$ cat src/rtl/ccff_bitstream_loader.sv
// ccff_bitstream_loader: writer side of the fabric configuration chains.
// Accepts one bit per chain per beat, shifts it into NUM_CHAINS parallel
// ccff chains and streams the captured ccff_tail back as readback data.
// Everything lives in the prog_clk domain.
module ccff_bitstream_loader #(
  parameter int NUM_CHAINS = 8,
  parameter int CHAIN_LEN  = 1024,
  parameter int CNT_W      = $clog2(CHAIN_LEN + 1)
) (
  input  logic                  prog_clk,
  input  logic                  prog_reset,
  input  logic                  start,
  input  logic                  abort,
  input  logic                  s_valid,
  output logic                  s_ready,
  input  logic [NUM_CHAINS-1:0] s_data,
  input  logic                  s_last,
  output logic [NUM_CHAINS-1:0] ccff_head,
  output logic                  ccff_shift_en,
  input  logic [NUM_CHAINS-1:0] ccff_tail,
  output logic                  config_enable,
  output logic                  rb_valid,
  output logic [NUM_CHAINS-1:0] rb_data,
  output logic                  busy,
  output logic                  done,
  output logic                  err,
  output logic [CNT_W-1:0]      beat_cnt
);

  // Accepted-beat valid travels one stage to become shift_en, one more to
  // become rb_valid.
  localparam int STAGES = 1;

  localparam logic [CNT_W-1:0] CNT_FULL = CNT_W'(CHAIN_LEN);
  localparam logic [CNT_W-1:0] CNT_LAST = CNT_W'(CHAIN_LEN - 1);

  typedef enum logic [2:0] {
    S_IDLE,
    S_LOAD,
    S_FLUSH,
    S_DONE,
    S_ERR
  } state_t;

  state_t                  state_q, state_d;
  logic [CNT_W-1:0]        cnt_q, cnt_d;
  logic [STAGES:0]         vld_pipe;
  logic [NUM_CHAINS-1:0]   head_q, rb_q;
  logic                    beat_ok;
  logic                    accept;
  logic                    is_final;

  // State and beat counter registers.
  always_ff @(posedge prog_clk) begin
    if (prog_reset) begin
      state_q <= S_IDLE;
      cnt_q   <= '0;
    end else begin
      state_q <= state_d;
      cnt_q   <= cnt_d;
    end
  end

  // Next-state logic: framing checks on each accepted beat, abort priority.
  always_comb begin
    state_d  = state_q;
    cnt_d    = cnt_q;
    beat_ok  = 1'b0;
    s_ready  = (state_q == S_LOAD) && !abort;
    accept   = s_valid && s_ready;
    is_final = (cnt_q == CNT_LAST);
    unique case (state_q)
      S_IDLE, S_DONE, S_ERR: begin
        if (start && abort) begin
          state_d = S_IDLE;
        end else if (start) begin
          state_d = S_LOAD;
          cnt_d   = '0;
        end
      end
      S_LOAD: begin
        if (abort) begin
          state_d = S_IDLE;
        end else if (accept) begin
          // s_last must appear on exactly the final beat; a mismatch is
          // dropped without a shift.
          if (s_last != is_final) begin
            state_d = S_ERR;
          end else begin
            beat_ok = 1'b1;
            cnt_d   = (cnt_q == CNT_FULL) ? cnt_q : cnt_q + 1'b1;
            if (is_final) state_d = S_FLUSH;
          end
        end
      end
      S_FLUSH: state_d = abort ? S_IDLE : S_DONE;
      default: state_d = S_IDLE;
    endcase
  end

  // Valid pipe: [0] = shift issued this cycle, [1] = readback beat.
  always_ff @(posedge prog_clk) begin
    if (prog_reset) vld_pipe <= '0;
    else            vld_pipe <= {vld_pipe[STAGES-1:0], beat_ok};
  end

  // Chain head data and readback capture; both hold when idle.
  always_ff @(posedge prog_clk) begin
    if (prog_reset) begin
      head_q <= '0;
      rb_q   <= '0;
    end else begin
      if (beat_ok)     head_q <= s_data;
      if (vld_pipe[0]) rb_q   <= ccff_tail;
    end
  end

  assign ccff_head     = head_q;
  assign ccff_shift_en = vld_pipe[0];
  assign rb_valid      = vld_pipe[STAGES];
  assign rb_data       = rb_q;
  assign config_enable = (state_q == S_LOAD) || (state_q == S_FLUSH);
  assign busy          = config_enable;
  assign done          = (state_q == S_DONE);
  assign err           = (state_q == S_ERR);
  assign beat_cnt      = cnt_q;

endmodule

$ cat config.mk
export PLATFORM = sky130hd
export DESIGN_NAME = ccff_bitstream_loader
export DESIGN_NICKNAME = d
export VERILOG_FILES = /design/src/rtl/ccff_bitstream_loader.sv
export SDC_FILE = /design/constraint.sdc
export NUM_CORES = 1
export LEC_CHECK = 0
export CORE_MARGIN = 4
export CORE_UTILIZATION = 45
export DETAILED_ROUTE_END_ITERATION = 12
export PLACE_DENSITY_LB_ADDON = 0.05
export SETUP_SLACK_MARGIN = 0.3
export SLEW_MARGIN = 20
export SYNTH_ARGS = -nofsm -noshare
export SYNTH_HDL_FRONTEND = slang
export SYNTH_SLANG_ARGS = --single-unit
$ cat constraint.sdc
create_clock -name prog_clk -period 2.32 [get_ports prog_clk]
set_clock_uncertainty 0.05 [all_clocks]
set_input_delay 0.696 -clock prog_clk [delete_from_list [all_inputs] [get_ports prog_clk]]
set_output_delay 0.696 -clock prog_clk [all_outputs]
set_load 0.05 [all_outputs]
==> impl_metrics.csv, run 1 <==
group,metric,value,unit
cells_and_area,areaGrowthSynthToFinish,73.29,%
worst_setup_path,endpoint_kind,"output pin",
routing,ant_nets,0,
worst_hold_path,min_path_type,"reg -> reg",
sta,finalMaxSlewViolations,0,
yosys,async_reset_ff_share,0,%
global_routing,grt_pass1_vias,1531,
cells_and_area,fin_cells,317,
global_routing,grt_use_total,19.03,%
flow_run,drv_cap,0,
sta,rsz0062_at_grt,"yes",
outcome,status,"finished clean",
routing,drtPass1Iterations,5,
yosys,yosysUniqueCellTypes,41,
sta,max-slew-margin-rel,65.78,%
worst_setup_path,max_stage_delay,0.44,ns
yosys,ys_seq_elements,32,
worst_setup_path,crit_chain,"or3b_4, nor2_4, buf_12",
routing,vias_per_cell,5.543,
yosys,synth_top_area_share,39.41,%
power_and_ir_drop,power-per-cell-area,454.8,nW/µm²
routing,wl_per_cell,17.20,µm
worst_setup_path,cp_max_fo,5,
placed_design,io_buffers,55,
power_and_ir_drop,power,0.001281,W
routing,drt_iter0_markers,107,
cells_and_area,n_fill_cell,210,
die,initial_core_util,47.58,%
power_and_ir_drop,peakVddDrop,400.4,µV
sta,setup_ws,0.1373,ns
clock_tree,clk_pin_slew,0.11,ns
yosys,ys_seq_area_share,39.41,%
worst_setup_path,r2r_slack,0.17,ns
yosys,netlist_top_cells_area,"dfxtp_1 39%, mux2i_1 13%, nand2b_1 7.7%",
cells_and_area,finish.net_count,294,
worst_setup_path,cp-start-kind,"register",
sta,min_period,2.183,ns
worst_setup_path,worstSetupPathType,"reg -> out",
yosys,syn_inst,181,
die,die_h,68.10,µm
sta,fmax,458.1,MHz
die,die-area,4638,µm²
routing,drt_wl_total,5453,µm
global_routing,antenna_found_initial,0,
yosys,synth_warnings,0,
clock_tree,cts_buffer_depth,2,
power_and_ir_drop,p_leak,1.104,nW
sta,hold_viol,0,
sta,tightest_slew,0.5154,ns
sta,tns,0,ns
die,die_w,68.10,µm
placed_design,dpl.hpwl,3032,µm
cells_and_area,drive_above_1_share,36.16,%
clock_tree,numCtsBuffers,5,
sta,min_period_over_period,94.08,%
routing,drcViolationCount,0,
placed_design,place_inst,286,
yosys,avgSynthCellArea,8.980,µm²
die,row_count,21,
sta,hold_slack,0.4303,ns
die,ios,56,
yosys,synth_common_cells,"32 x dfxtp_1, 21 x mux2i_1, 20 x nand2b_1",
placed_design,pre_cts_ws,-0.2326,ns
clock_tree,htreeDepth,2,
routing,vias,1757,
sta,setup_viol,0,
yosys,synth_area,1625,µm²
clock_tree,clkLatencyLatePin,0.34,ns
global_routing,grt_overflow,0,
worst_setup_path,worstPathArrival,1.44,ns
yosys,synth_edf_count,0,
cells_and_area,diodes,0,
yosys,synth_most_common_cell,"dfxtp_1",
clock_tree,cts_tree,"built",
clock_tree,cts_sinks,32,
clock_tree,cts_root_buf,"clkbuf_4",
global_routing,grt_pass1_wl,6748,µm
global_routing,grt_max_degree,26,
placed_design,gp_congestion,0.8170,
worst_setup_path,critPathRequiredTime,1.57,ns
yosys,synthesis.nets,205,
yosys,synth-main-ff-cell,"dfxtp_1",
die,core,3416,µm²
yosys,yosysTopAreaCell,"dfxtp_1",
worst_setup_path,cpMaxStageDelayCell,"or3b_4",
==> flip-flops by register name, summed over array words and instances (netlist names) <==
register / cells
rb_data: 8
vld_pipe: 2
ccff_head: 8
state_q: 3
beat_cnt: 11
==> cell usage in the layout (no fill, tap or decap), types with 5 or more instances in the layout <==
master and n:
buf_4 30, mux2i_1 21, nand2b_1 18, dfxtp_1 18
clkdlybuf4s50_1 18, nor2_1 14, dlygate4sd2_1 13, clkdlybuf4s15_1 10
inv_1 7, o21ai_0 7, dfxtp_4 7, dfxtp_2 7
buf_12 7, nand2_1 6, clkbuf_4 5
==> area by class of cell <==
type                            count  area [µm²]  area share (%)
Multi-Input combinational cell    134        1105           39.23
Timing Repair Buffer               90       878.3           31.19
Sequential cell                    32       675.6           23.99
Clock buffer                        6       62.56           2.221
Tap cell                           46       57.56           2.044
Inverter                            7       26.28          0.9329
Clock inverter                      2       11.26          0.3998
==> per-layer routing <==
metal	GRT usage [%]	vias up	share of wire [%]
met3	5.583	15	5.6
met1	23.65	834	38
met5	0	-	0
li1	-	828	-
met4	7.196	0	3.1
met2	30.93	80	53
==> final timing paths <==
check                                 start                         to  cells past startpoint
setup reg to reg    state_q[2]$_SDFFE_PP0P_   beat_cnt[4]$_SDFFE_PP0P_                      5
hold reg to reg   ccff_head[6]$_SDFFE_PP0P_  ccff_head[6]$_SDFFE_PP0P_                      2
setup / recovery    state_q[2]$_SDFFE_PP0P_                    s_ready                      3
hold / removal    ccff_head[6]$_SDFFE_PP0P_  ccff_head[6]$_SDFFE_PP0P_                      2
==> logic make-up after synthesis <==
kind of cell             count (synthesis)  synth area share [%]
multiplexers                            21                 12.93
flip-flops                              32                 39.41
AND/OR/NAND/NOR                         82                 29.79
XOR/XNOR                                 1                0.5390
buffers and inverters                   15                 4.234
AO/OA/AOI/OAI                           28                 11.55
adder cells (fa/ha/maj)                  2                 1.539
==> power breakdown <==
group	switching, W	total, W	internal [W]	leakage, nW
Combinational	0.000169	0.000330	0.000161	0.793
Clock	0.000212	0.000395	0.000182	0.0437
Sequential	0.00000620	0.000557	0.000551	0.267
Total	0.000387	0.00128	0.000894	1.10
==> what timing repair did <==
item / 4_1_cts / 5_1_grt
buffers inserted: 3 / 20
gates resized for setup: 53 / 45
setup endpoints to repair: 51 / 40
pin swaps: 1 / 11
hold buffers: 0 / 0
==> stage by stage <==
step / cell area [µm²] / util, %
after floorplan: 1665 / -
after global placement: 2394 / 70.07
after detailed placement: 2394 / 70.07
after CTS: 2520 / 73.77
after global routing: 2816 / 82.45
final: 2816 / 82.45
==> critical path, delay by kind of cell, from the launching register on <==
| family | cells | cell delay, ns |
|---|---|---|
| buffers and inverters | 1 | 0.14 |
| DFF | 1 | 0.38 |
| and+or+nand+nor | 2 | 0.57 |
No activity file was read; power rests on OpenSTA's default activity.
==> inputs of run 2 (changes only) <==
CORE_UTILIZATION = 30   (was 45)
==> run 2 against run 1 <==
Sequential power increased by 1%. Via count decreased by 7.5%. Core utilization down 31 points. Die area rose by 44%. Cell area shrank 5.8%. Clock power grew 24%. Worst hold slack worse by 0.0064 ns. Sequential cell count unchanged. Routed wire length decreased by 18%. Critical endpoint unchanged. Largest cell class unchanged. Largest power group unchanged.
==> impl_metrics.csv, run 2 (synthesized netlist as in run 1, its figures left out) <==
group,metric,value,unit
cells_and_area,finish.net_count,282,
sta,finalMaxSlewViolations,0,
outcome,status,"finished clean",
global_routing,grt_max_degree,26,
cells_and_area,areaGrowthSynthToFinish,63.28,%
worst_setup_path,cp_max_fo,7,
worst_setup_path,cp-start-kind,"register",
worst_setup_path,critPathRequiredTime,1.57,ns
routing,drtPass1Iterations,4,
die,ios,56,
routing,vias_per_cell,4.939,
clock_tree,clkLatencyLatePin,0.28,ns
cells_and_area,final_cell_mix,"28 x dlygate4sd2_1, 21 x mux2i_1, 20 x nand2b_1, 20 x buf_4, 18 x dfxtp_1",
sta,min_period,2.094,ns
placed_design,pre_cts_ws,-0.2494,ns
power_and_ir_drop,p_switching,0.0003665,W
routing,wl_per_cell,13.54,µm
die,row_count,26,
power_and_ir_drop,intPower,0.0009715,W
cells_and_area,largest_register_ff_count,11,
power_and_ir_drop,p_leak,1.098,nW
clock_tree,cts_tree,"built",
power_and_ir_drop,combPwrFrac,21.4,%
cells_and_area,final_common_cell,"dlygate4sd2_1",
sta,tns,0,ns
global_routing,grt_pass1_vias,1604,
global_routing,grt_overflow,0,
global_routing,grt_use_total,13.74,%
die,die_w,81.61,µm
clock_tree,cts_sinks,32,
sta,tightest_slew,0.5113,ns
cells_and_area,diodes,0,
sta,min_period_over_period,90.27,%
sta,setup_ws,0.2259,ns
placed_design,gp_congestion,0.8166,
global_routing,antenna_found_initial,0,
routing,drcViolationCount,0,
flow_run,drv_cap,0,
worst_setup_path,crit_start,"state_q[0]$_SDFFE_PP0P_",
power_and_ir_drop,peakVddDrop,255.9,µV
routing,vias,1625,
clock_tree,clk_pin_slew,0.07,ns
sta,hold_viol,0,
routing,drt_iter0_markers,111,
placed_design,dpl.hpwl,3150,µm
die,die_h,81.61,µm
routing,drt_wl_total,4454,µm
cells_and_area,drive_above_1_share,28.19,%
die,core,5172,µm²
global_routing,grt_pass1_wl,7134,µm
worst_hold_path,min_path_type,"reg -> reg",
clock_tree,cts_hold_buf,0,
worst_setup_path,worstSetupPathType,"reg -> out",
worst_setup_path,worstPathArrival,1.35,ns
worst_setup_path,r2r-start,"beat_cnt[0]$_SDFFE_PP0P_",
worst_hold_path,min_from,"ccff_head[4]$_SDFFE_PP0P_",
routing,ant_nets,0,
sta,fmax,477.5,MHz
power_and_ir_drop,power-per-cell-area,504.2,nW/µm²
power_and_ir_drop,clockPowerShare,36.5,%
worst_setup_path,endpoint_kind,"output pin",
cells_and_area,n_fill_cell,487,
clock_tree,htreeDepth,2,
clock_tree,cts_root_buf,"clkbuf_8",
power_and_ir_drop,seqPwrFrac,42.1,%
sta,rsz0062_at_grt,"yes",
sta,setup_viol,0,
cells_and_area,finish.utilization,51.31,%
die,initial_core_util,31.42,%
sta,max-slew-margin-rel,66.05,%
clock_tree,cts_buffer_depth,2,
placed_design,io_buffers,55,
die,die-area,6659,µm²
power_and_ir_drop,power,0.001338,W
power_and_ir_drop,p_sw_share,27.39,%
clock_tree,numCtsBuffers,5,
-- run 2: cell count changes in the layout (fill, tap and decap cells not counted), moves of 3 or more --
cell             previous run  this run
clkbuf_4                    5         0
clkdlybuf4s15_1            10         2
clkdlybuf4s15_2             3         0
clkbuf_8                    0         5
buf_4                      30        20
dlygate4sd2_1              13        28
buf_6                       4         1
-- run 2: timing repair --
item,CTS,global route
resized for setup,42,15
pin swaps,2,4
buffers inserted,3,5
cloned,1,0
endpoints found under the setup margin,52,25
hold endpoints to repair,0,0
-- run 2: final timing paths --
kind                                     to  slack (ns)  cells after the start
setup / recovery                    s_ready        0.23                      3
hold / removal    ccff_head[4]$_SDFFE_PP0P_        0.42                      2
setup reg to reg    state_q[1]$_SDFFE_PP0P_        0.37                      7
hold reg to reg   ccff_head[4]$_SDFFE_PP0P_        0.42                      2
-- run 2: stage by stage --
step                instance area [µm²]  hold slack, ns  cells
floorplan                          1665          0.4535    181
global placement                   2436          0.4064    312
detailed placement                 2436          0.4160    312
CTS                                2575          0.4287    324
global route                       2654          0.4481    329
finish                             2654          0.4239    329
-- run 2: layer usage --
layer  track usage, %  part of all wire, %
met3            4.386                  5.5
met5                0                    0
met1            16.44                   45
met4            5.150                  1.3
met2            22.96                   49
-- run 2: critical path, cell delays in order (launching register included) --
cell and delay (ns):
dfxtp_4 0.38, or3b_4 0.41, nor2_4 0.12, buf_12 0.14
-- run 2: final cells by class --
cell class                      count  area [µm²]  share of cell area [%]
Timing Repair Buffer               77       747.0                   28.15
Clock inverter                      1       5.005                  0.1886
Tap cell                           70       87.58                   3.300
Multi-Input combinational cell    135        1020                   38.43
Clock buffer                        7       97.59                   3.678
Sequential cell                    32       670.6                   25.27
Inverter                            7       26.28                  0.9901
-- run 2: power groups by stage --
stage                     sequential (W)  clock (W)  combinational (W)
after global routing            0.000564   0.000527           0.000305
after detailed placement        0.000579          0           0.000260
after global placement          0.000578          0           0.000257
after CTS                       0.000567   0.000506           0.000271
final                           0.000563   0.000488           0.000287
after floorplan                 0.000589          0           0.000136
==> inputs of run 3 (changes only) <==
CORE_UTILIZATION = 47   (was 30)
CTS_BUF_LIST = sky130_fd_sc_hd__clkbuf_8   (was default)
==> run 3 against run 2 <==
Non-clock buffer count is 6 higher. Maximum frequency decreased by 0.71%. Die area fell by 33%. Critical path type is now in -> out. Largest cell class unchanged.
==> impl_metrics.csv, run 3 (synthesized netlist as in run 1, its figures left out) <==
group,metric,value,unit
global_routing,grt_pass1_wl,7659,µm
routing,wl_per_cell,16.54,µm
worst_setup_path,critPathRequiredTime,1.57,ns
die,initial_core_util,48.71,%
power_and_ir_drop,seqPwrFrac,40.2,%
routing,ant_nets,0,
cells_and_area,finish.net_count,288,
routing,vias_per_cell,5.608,
sta,hold_viol,0,
cells_and_area,finish.utilization,80.76,%
clock_tree,cts_tree,"built",
sta,finalMaxSlewViolations,0,
sta,min_period_over_period,90.91,%
power_and_ir_drop,peakVddDrop,355.1,µV
cells_and_area,final_cell_mix,"30 x dlygate4sd2_1, 26 x buf_4, 21 x mux2i_1, 19 x nand2b_1, 18 x dfxtp_1",
sta,min_period,2.109,ns
die,die_h,66.81,µm
sta,setup_viol,0,
power_and_ir_drop,intPower,0.001020,W
cells_and_area,diodes,0,
die,core,3337,µm²
clock_tree,cts_root_buf,"clkbuf_8",
worst_setup_path,max_stage_delay,0.23,ns
global_routing,grt_overflow,0,
global_routing,antenna_found_initial,0,
power_and_ir_drop,p_sw_share,26.72,%
power_and_ir_drop,p_switching,0.0003718,W
worst_setup_path,cp-start-kind,"input pin",
worst_setup_path,cpMaxStageDelayCell,"clkdlybuf4s15_1",
power_and_ir_drop,combPwrFrac,22.4,%
die,die-area,4463,µm²
worst_setup_path,worstPathArrival,1.36,ns
die,die_w,66.81,µm
flow_run,drv_cap,0,
sta,fmax,474.1,MHz
sta,rsz0062_at_grt,"yes",
clock_tree,clk_pin_slew,0.06,ns
global_routing,grt_max_degree,26,
routing,drt_wl_total,5144,µm
placed_design,io_buffers,55,
clock_tree,numCtsBuffers,5,
cells_and_area,areaGrowthSynthToFinish,65.82,%
sta,max-slew-margin-rel,65.66,%
worst_setup_path,crit_chain,"clkdlybuf4s15_1, buf_6, nor2_4, buf_12",
cells_and_area,n_fill_cell,217,
routing,vias,1744,
routing,drt_iter0_markers,174,
global_routing,grt_pass1_vias,1653,
cells_and_area,largest_register_ff_count,11,
outcome,status,"finished clean",
power_and_ir_drop,power-per-cell-area,516.4,nW/µm²
die,ios,56,
clock_tree,clkLatencyLatePin,0.28,ns
power_and_ir_drop,p_leak,1.119,nW
routing,drtPass1Iterations,4,
sta,tns,0,ns
routing,drcViolationCount,0,
worst_setup_path,worstSetupPathType,"in -> out",
cells_and_area,drive_above_1_share,29.06,%
global_routing,grt_use_total,22.45,%
placed_design,dpl.hpwl,3231,µm
worst_setup_path,endpoint_kind,"output pin",
clock_tree,cts_sinks,32,
clock_tree,cts_buffer_depth,2,
clock_tree,htreeDepth,2,
power_and_ir_drop,clockPowerShare,37.4,%
sta,tightest_slew,0.5171,ns
worst_hold_path,min_path_type,"reg -> reg",
placed_design,gp_congestion,0.9150,
worst_setup_path,cp_max_fo,4,
die,row_count,21,
cells_and_area,final_common_cell,"dlygate4sd2_1",
==> run 3: per-layer routing <==
metal / GRT usage [%] / part of all wire (%) / vias to the layer above / wire [µm]
met5: 0 / 0 / - / 0
met4: 7.614 / 2.6 / 0 / 136
met3: 5.734 / 6.0 / 22 / 309
met2: 40.10 / 53 / 78 / 2703
met1: 25.64 / 39 / 828 / 1994
li1: - / - / 816 / -
==> run 3: path summary, 6_finish.rpt <==
kind,from,endpoint,slack [ns],cells after the start
worst min-delay path,ccff_head[5]$_SDFFE_PP0P_,ccff_head[5]$_SDFFE_PP0P_,0.42,2
worst min register to register,ccff_head[5]$_SDFFE_PP0P_,ccff_head[5]$_SDFFE_PP0P_,0.42,2
worst max-delay path,abort,s_ready,0.21,4
worst max register to register,beat_cnt[4]$_SDFFE_PP0P_,beat_cnt[2]$_SDFFE_PP0P_,0.27,5
==> run 3: final cells by class <==
cell class                 count  area, µm²  area share (%)
tap                           46      57.56           2.136
sequential                    32      680.7           25.26
clock inverter                 3      38.79           1.439
inverter                       7      26.28          0.9749
multi-input combinational    135       1022           37.93
clock buffer                   5      68.82           2.553
timing repair buffer          83      800.8           29.71
==> run 3: metrics by stage <==
stage          power (W)  cells  cell area [µm²]  hold slack, ns  setup slack [ns]
3_5_place_dp   0.0008396    288             2406          0.4132           -0.2754
6_report        0.001392    311             2695          0.4189            0.2109
5_1_grt         0.001445    311             2695          0.4381            0.1137
2_1_floorplan  0.0007252    181             1665          0.4535            0.3159
3_3_place_gp   0.0008340    288             2406          0.4062           -0.1675
4_1_cts         0.001372    301             2576          0.4256            0.1080
==> run 3: power by group through the flow <==
stage                     Combinational [W]  Sequential, W  Clock, W
after global placement             0.000256       0.000578         0
after CTS                          0.000279       0.000567  0.000526
after floorplan                    0.000136       0.000589         0
after global routing               0.000329       0.000560  0.000556
after detailed placement           0.000261       0.000579         0
final                              0.000311       0.000559  0.000521
==> run 3: critical path: cells and delay by family <==
family / cells / cell delay [ns]
buf+inv: 3 / 0.53
simple gates: 1 / 0.13
==> run 3: repair_timing <==
item,CTS,global route
endpoints found under the hold margin,0,0
endpoints found under the setup margin,51,24
pin swaps,5,6
resized for setup,45,13
gates cloned,0,1
hold buffers,0,0
setup buffers,5,9
==> edit 1, RTL diff (settings of run 2) <==
Set the parameter `NUM_CHAINS` to 16 (it was 8).
--- a/src/rtl/ccff_bitstream_loader.sv
+++ b/src/rtl/ccff_bitstream_loader.sv
@@ -3,7 +3,7 @@
 // ccff chains and streams the captured ccff_tail back as readback data.
 // Everything lives in the prog_clk domain.
 module ccff_bitstream_loader #(
-  parameter int NUM_CHAINS = 8,
+  parameter int NUM_CHAINS = 16,
   parameter int CHAIN_LEN  = 1024,
   parameter int CNT_W      = $clog2(CHAIN_LEN + 1)
 ) (
Ports: changed (resized ccff_head, ccff_tail, rb_data and s_data); port bits go from 56 to 88. No check against the original RTL was run, so the function may have changed too.
==> edit 1 against run 2 <==
  * Clock power up 8.4%
  * Core utilization up 1.6 points
  * Final area up 37%
  * Via count up 28%
  * Hold slack worse by 0.0072 ns
  * Total power up 27%
  * Sequential cell count up 16
  * Synthesized area up 33%
  * Non-clock buffer count up 42
  * Cell count up 36%
  * Worst setup slack worse by 0.12 ns
  * Synthesized cell count up 30%
  * Routed wire length up 39%
  * Largest cell class unchanged
==> edit 1: results (changes against run 2) <==
Synth Instances - 235 (+30%)
Hold WS - 0.417 ns (-0.00720 ns)
M3 GR Usage - 4.79% (+0.41 points)
RD Place Congestion - 0.805 (-1.4%)
Combinational fraction of design power - 20.1% (-1.3 points)
R2r setup slk - 0.13 ns (-0.24 ns)
Largest net degree at the start of global routing - 21 (-19%)
Placed insts - 428 (+37%)
Leak pwr - 1.49 nW (+36%)
Post-route insts no fill - 446 (+36%)
Slew @ Worst Pin - 0.688 ns (+0.177 ns)
Clock power frac - 31.2% (-5.3 points)
Hold Path Sink - beat_cnt[8]
First-pass GRT wire length - 10.2 mm (+43%)
Worst skew pair latency - 0.30 ns (+0.02 ns)
Crit path largest cell delay - 0.52 ns (+0.11 ns)
R2R depth - 5 (-2)
Post-DR vias/cell - 4.67 (-5.5%)
PortBufs - 87 (+58%)
Top post-synthesis cells by count - 48 x dfxtp_1, 39 x mux2i_1, 38 x nor2_1, 15 x nand2_1, 9 x inv_1
Sw power - 0.459 mW (+25%)
Post-synthesis mux area share - 18.1% (+5.2 points)
Distinct cell type count after synthesis - 42 (+2.4%)
Share of layout cells above drive strength 1 - 25.7% (-2.5 points)
Nets - 389 (+38%)
Crit Path Class - input port to register
M1 GR Usage - 19.7% (+3.2 points)
Xor/xnor share of the synthesized area - 0.407% (-0.13 points)
Reg2Reg Launch Point - beat_cnt[10]
Critical path's slowest cell - or4_4
Iteration-0 DRC count of the detailed router - 96 (-14%)
Worst VDD drop - 0.273 mV (+6.5%)
CP arrival - 2.36 ns (+1.01 ns)
Met2 usage - 22.2% (-0.73 points)
Syn Nets - 275 (+34%)
Dpl ws - -0.631 ns (-0.381 ns)
CP top delay family - compound AO/OA/AOI/OAI gates
Sequential-to-total area share from yosys stat - 44.6% (+5.2 points)
Clk pwr - 0.529 mW (+8.4%)
Vias in the first global route - 2053 (+28%)
# fillers - 649 (+33%)
M1 wire length - 2.95 mm (+49%)
Synth area leaders - dfxtp_1 45%, mux2i_1 18%, nor2_1 6.6%, nand2_1 2.6%, or3_1 1.7%
Outcome - complete, no violations
Cell Area, Placed - 3400 µm² (+40%)
==> edit 1: cell count changes after synthesis, moves of 3 or more <==
cell | before | now
nor2_1 | 17 | 38
mux2i_1 | 21 | 39
nand2b_1 | 20 | 2
dfxtp_1 | 32 | 48
nand2_1 | 7 | 15
buf_1 | 0 | 3
nand3_1 | 3 | 6
nor4_1 | 5 | 2
==> edit 1: timing repair <==
item | in CTS | in global routing
hold endpoints to repair | 0 | 0
endpoints found under the setup margin | 71 | 33
hold buffers | 0 | 0
pin swaps | 5 | 5
resized for setup | 61 | 19
setup buffers | 5 | 5
==> edit 1: layout make-up <==
type / instances / area (µm²) / share of cell area, %
multi-input combinational: 166 / 1230 / 33.9
timing repair buffer: 119 / 1150 / 31.5
clock buffer: 7 / 86.3 / 2.37
sequential: 48 / 1000 / 27.5
tap: 96 / 120 / 3.30
inverter: 9 / 41.3 / 1.14
clock inverter: 1 / 8.76 / 0.241
==> edit 2, RTL diff (settings of run 2) <==
Made on the original files. Put a register stage on the output `err`, cleared by the reset. The value now appears one clock later. The other outputs are not delayed to match.
--- a/src/rtl/ccff_bitstream_loader.sv
+++ b/src/rtl/ccff_bitstream_loader.sv
@@ -122,7 +122,13 @@
   assign config_enable = (state_q == S_LOAD) || (state_q == S_FLUSH);
   assign busy          = config_enable;
   assign done          = (state_q == S_DONE);
-  assign err           = (state_q == S_ERR);
+  always_ff @(posedge prog_clk) begin
+    if (prog_reset) begin
+      err <= '0;
+    end else begin
+      err <= (state_q == S_ERR);
+    end
+  end
   assign beat_cnt      = cnt_q;
 
 endmodule
Check against the original RTL: not equivalent (a bounded check fails within 4 cycles, from zero or initial values and one cycle with prog_reset high).
==> edit 2 against run 2 <==
  * Core utilization fell by 1.4 points
  * Global-route usage rose by 0.47 points
  * Final area fell by 3.4%
  * Worst setup slack improved by 0.039 ns
  * Routed wire length rose by 3.5%
  * Hold slack improved by 0.017 ns
  * Synthesized area fell by 1.5%
  * Sequential cell count rose by 1
  * Total power fell by 5.2%
==> edit 2: results (changes against run 2) <==
Syn Nets - 202 (-1.5%)
Vias in the first global route - 1581 (-1.4%)
M3 GR Usage - 2.66% (-1.7 points)
Leak pwr - 1.04 nW (-4.8%)
GRT Util Overall - 14.2% (+0.47 points)
Share of layout cells above drive strength 1 - 29.7% (+1.5 points)
Outcome - complete, no violations
RD Place Congestion - 0.849 (+4.0%)
Sequential-to-total area share from yosys stat - 41.3% (+1.9 points)
Post-Route WL - 4.61 mm (+3.5%)
CP arrival - 2.17 ns (+0.82 ns)
Largest register FFs - 11 (unchanged)
Slew HR - 66.5% (+0.49 points)
Final HPWL DP - 3.45 mm (+9.5%)
Placed insts - 308 (-1.3%)
Post-route insts no fill - 319 (-3.0%)
Max frequency - 487 MHz (+1.9%)
First-pass GRT wire length - 7.28 mm (+2.0%)
R2R depth - 8 (+1)
Worst-path maximum fanout - 5 (-2)
Distinct cell type count after synthesis - 47 (+15%)
Worst VDD drop - 0.293 mV (+15%)
M1 GR Usage - 17.8% (+1.3 points)
Nets - 272 (-3.5%)
Synth area leaders - dfxtp_1 41%, mux2i_1 11%, nor2_1 5.6%, nand3_1 2.8%, inv_1 2.3%
Largest net degree at the start of global routing - 20 (-23%)
Met2 usage - 24.2% (+1.3 points)
# fillers - 520 (+6.8%)
R2r setup slk - 0.31 ns (-0.06 ns)
Iteration-0 DRC count of the detailed router - 26 (-77%)
Hold WS - 0.441 ns (+0.0171 ns)
edit 2: cell types whose count changed in the layout (fill, tap and decap cells not counted), moves of 4 or more:
cell and change:
nor2_1 +8, dlygate4sd2_1 -4, inv_1 +4, mux2i_1 -4, nand3_1 +6, nand2b_1 -20
edit 2: logic make-up after synthesis:
| family | share of synthesized area [%] |
|---|---|
| AOI/OAI and AO/OA | 13.1 |
| xor gates and xnor gates | 0.547 |
| adders and majority gates | 1.56 |
| buffers and inverters | 5.71 |
| DFF | 41.3 |
| muxes | 10.6 |
| and+or+nand+nor | 27.2 |
edit 2: power breakdown:
part	total, mW	internal [mW]	switching [mW]	leakage (nW)
registers	0.570	0.567	0.00290	0.274
clock network	0.547	0.321	0.225	0.0543
logic	0.151	0.0795	0.0715	0.717
edit 2: cell type report:
cell class | instances | share of cell area, %
clock inverters | 3 | 1.81
multi-input cells | 125 | 36.9
clock buffers | 5 | 2.68
well taps | 70 | 3.42
flip-flops and latches | 33 | 26.6
inverters | 10 | 1.46
repair buffers | 73 | 27.0
edit 2: routing by layer:
metal  vias to the layer above  wire length (µm)
met1                       755              2060
li1                        789                 -
met5                         -                 0
met2                        40              2340
met4                         0                63
met3                         7               154
edit 2: final timing paths:
kind / startpoint / endpoint
worst max register to register: beat_cnt[0] / beat_cnt[7]
worst min-delay path: rb_data[7] / rb_data[7]
worst min register to register: rb_data[7] / rb_data[7]
worst max-delay path: abort / beat_cnt[8]
edit 2: what timing repair did:
action,CTS,global route
setup endpoints to repair,48,20
hold endpoints to repair,0,0
gates resized for setup,37,15
buffers inserted,1,2
pin swaps,8,11
edit 2: through the flow:
stage | utilization, % | cell area [µm²] | setup TNS, ns
5_1_grt | 49.9 | 2560 | 0
4_1_cts | 48.9 | 2510 | 0
3_3_place_gp | 47.0 | 2410 | -4.89
2_1_floorplan | - | 1690 | 0
3_5_place_dp | 47.0 | 2410 | -5.13
6_report | 49.9 | 2560 | 0
edit 2: worst max-delay path, cell delays in order:
cell and delay, ns:
buf_8 0.11, or4bb_4 0.55, a31oi_1 0.19, nand4_1 0.19, o211ai_1 0.32, o31ai_4 0.12
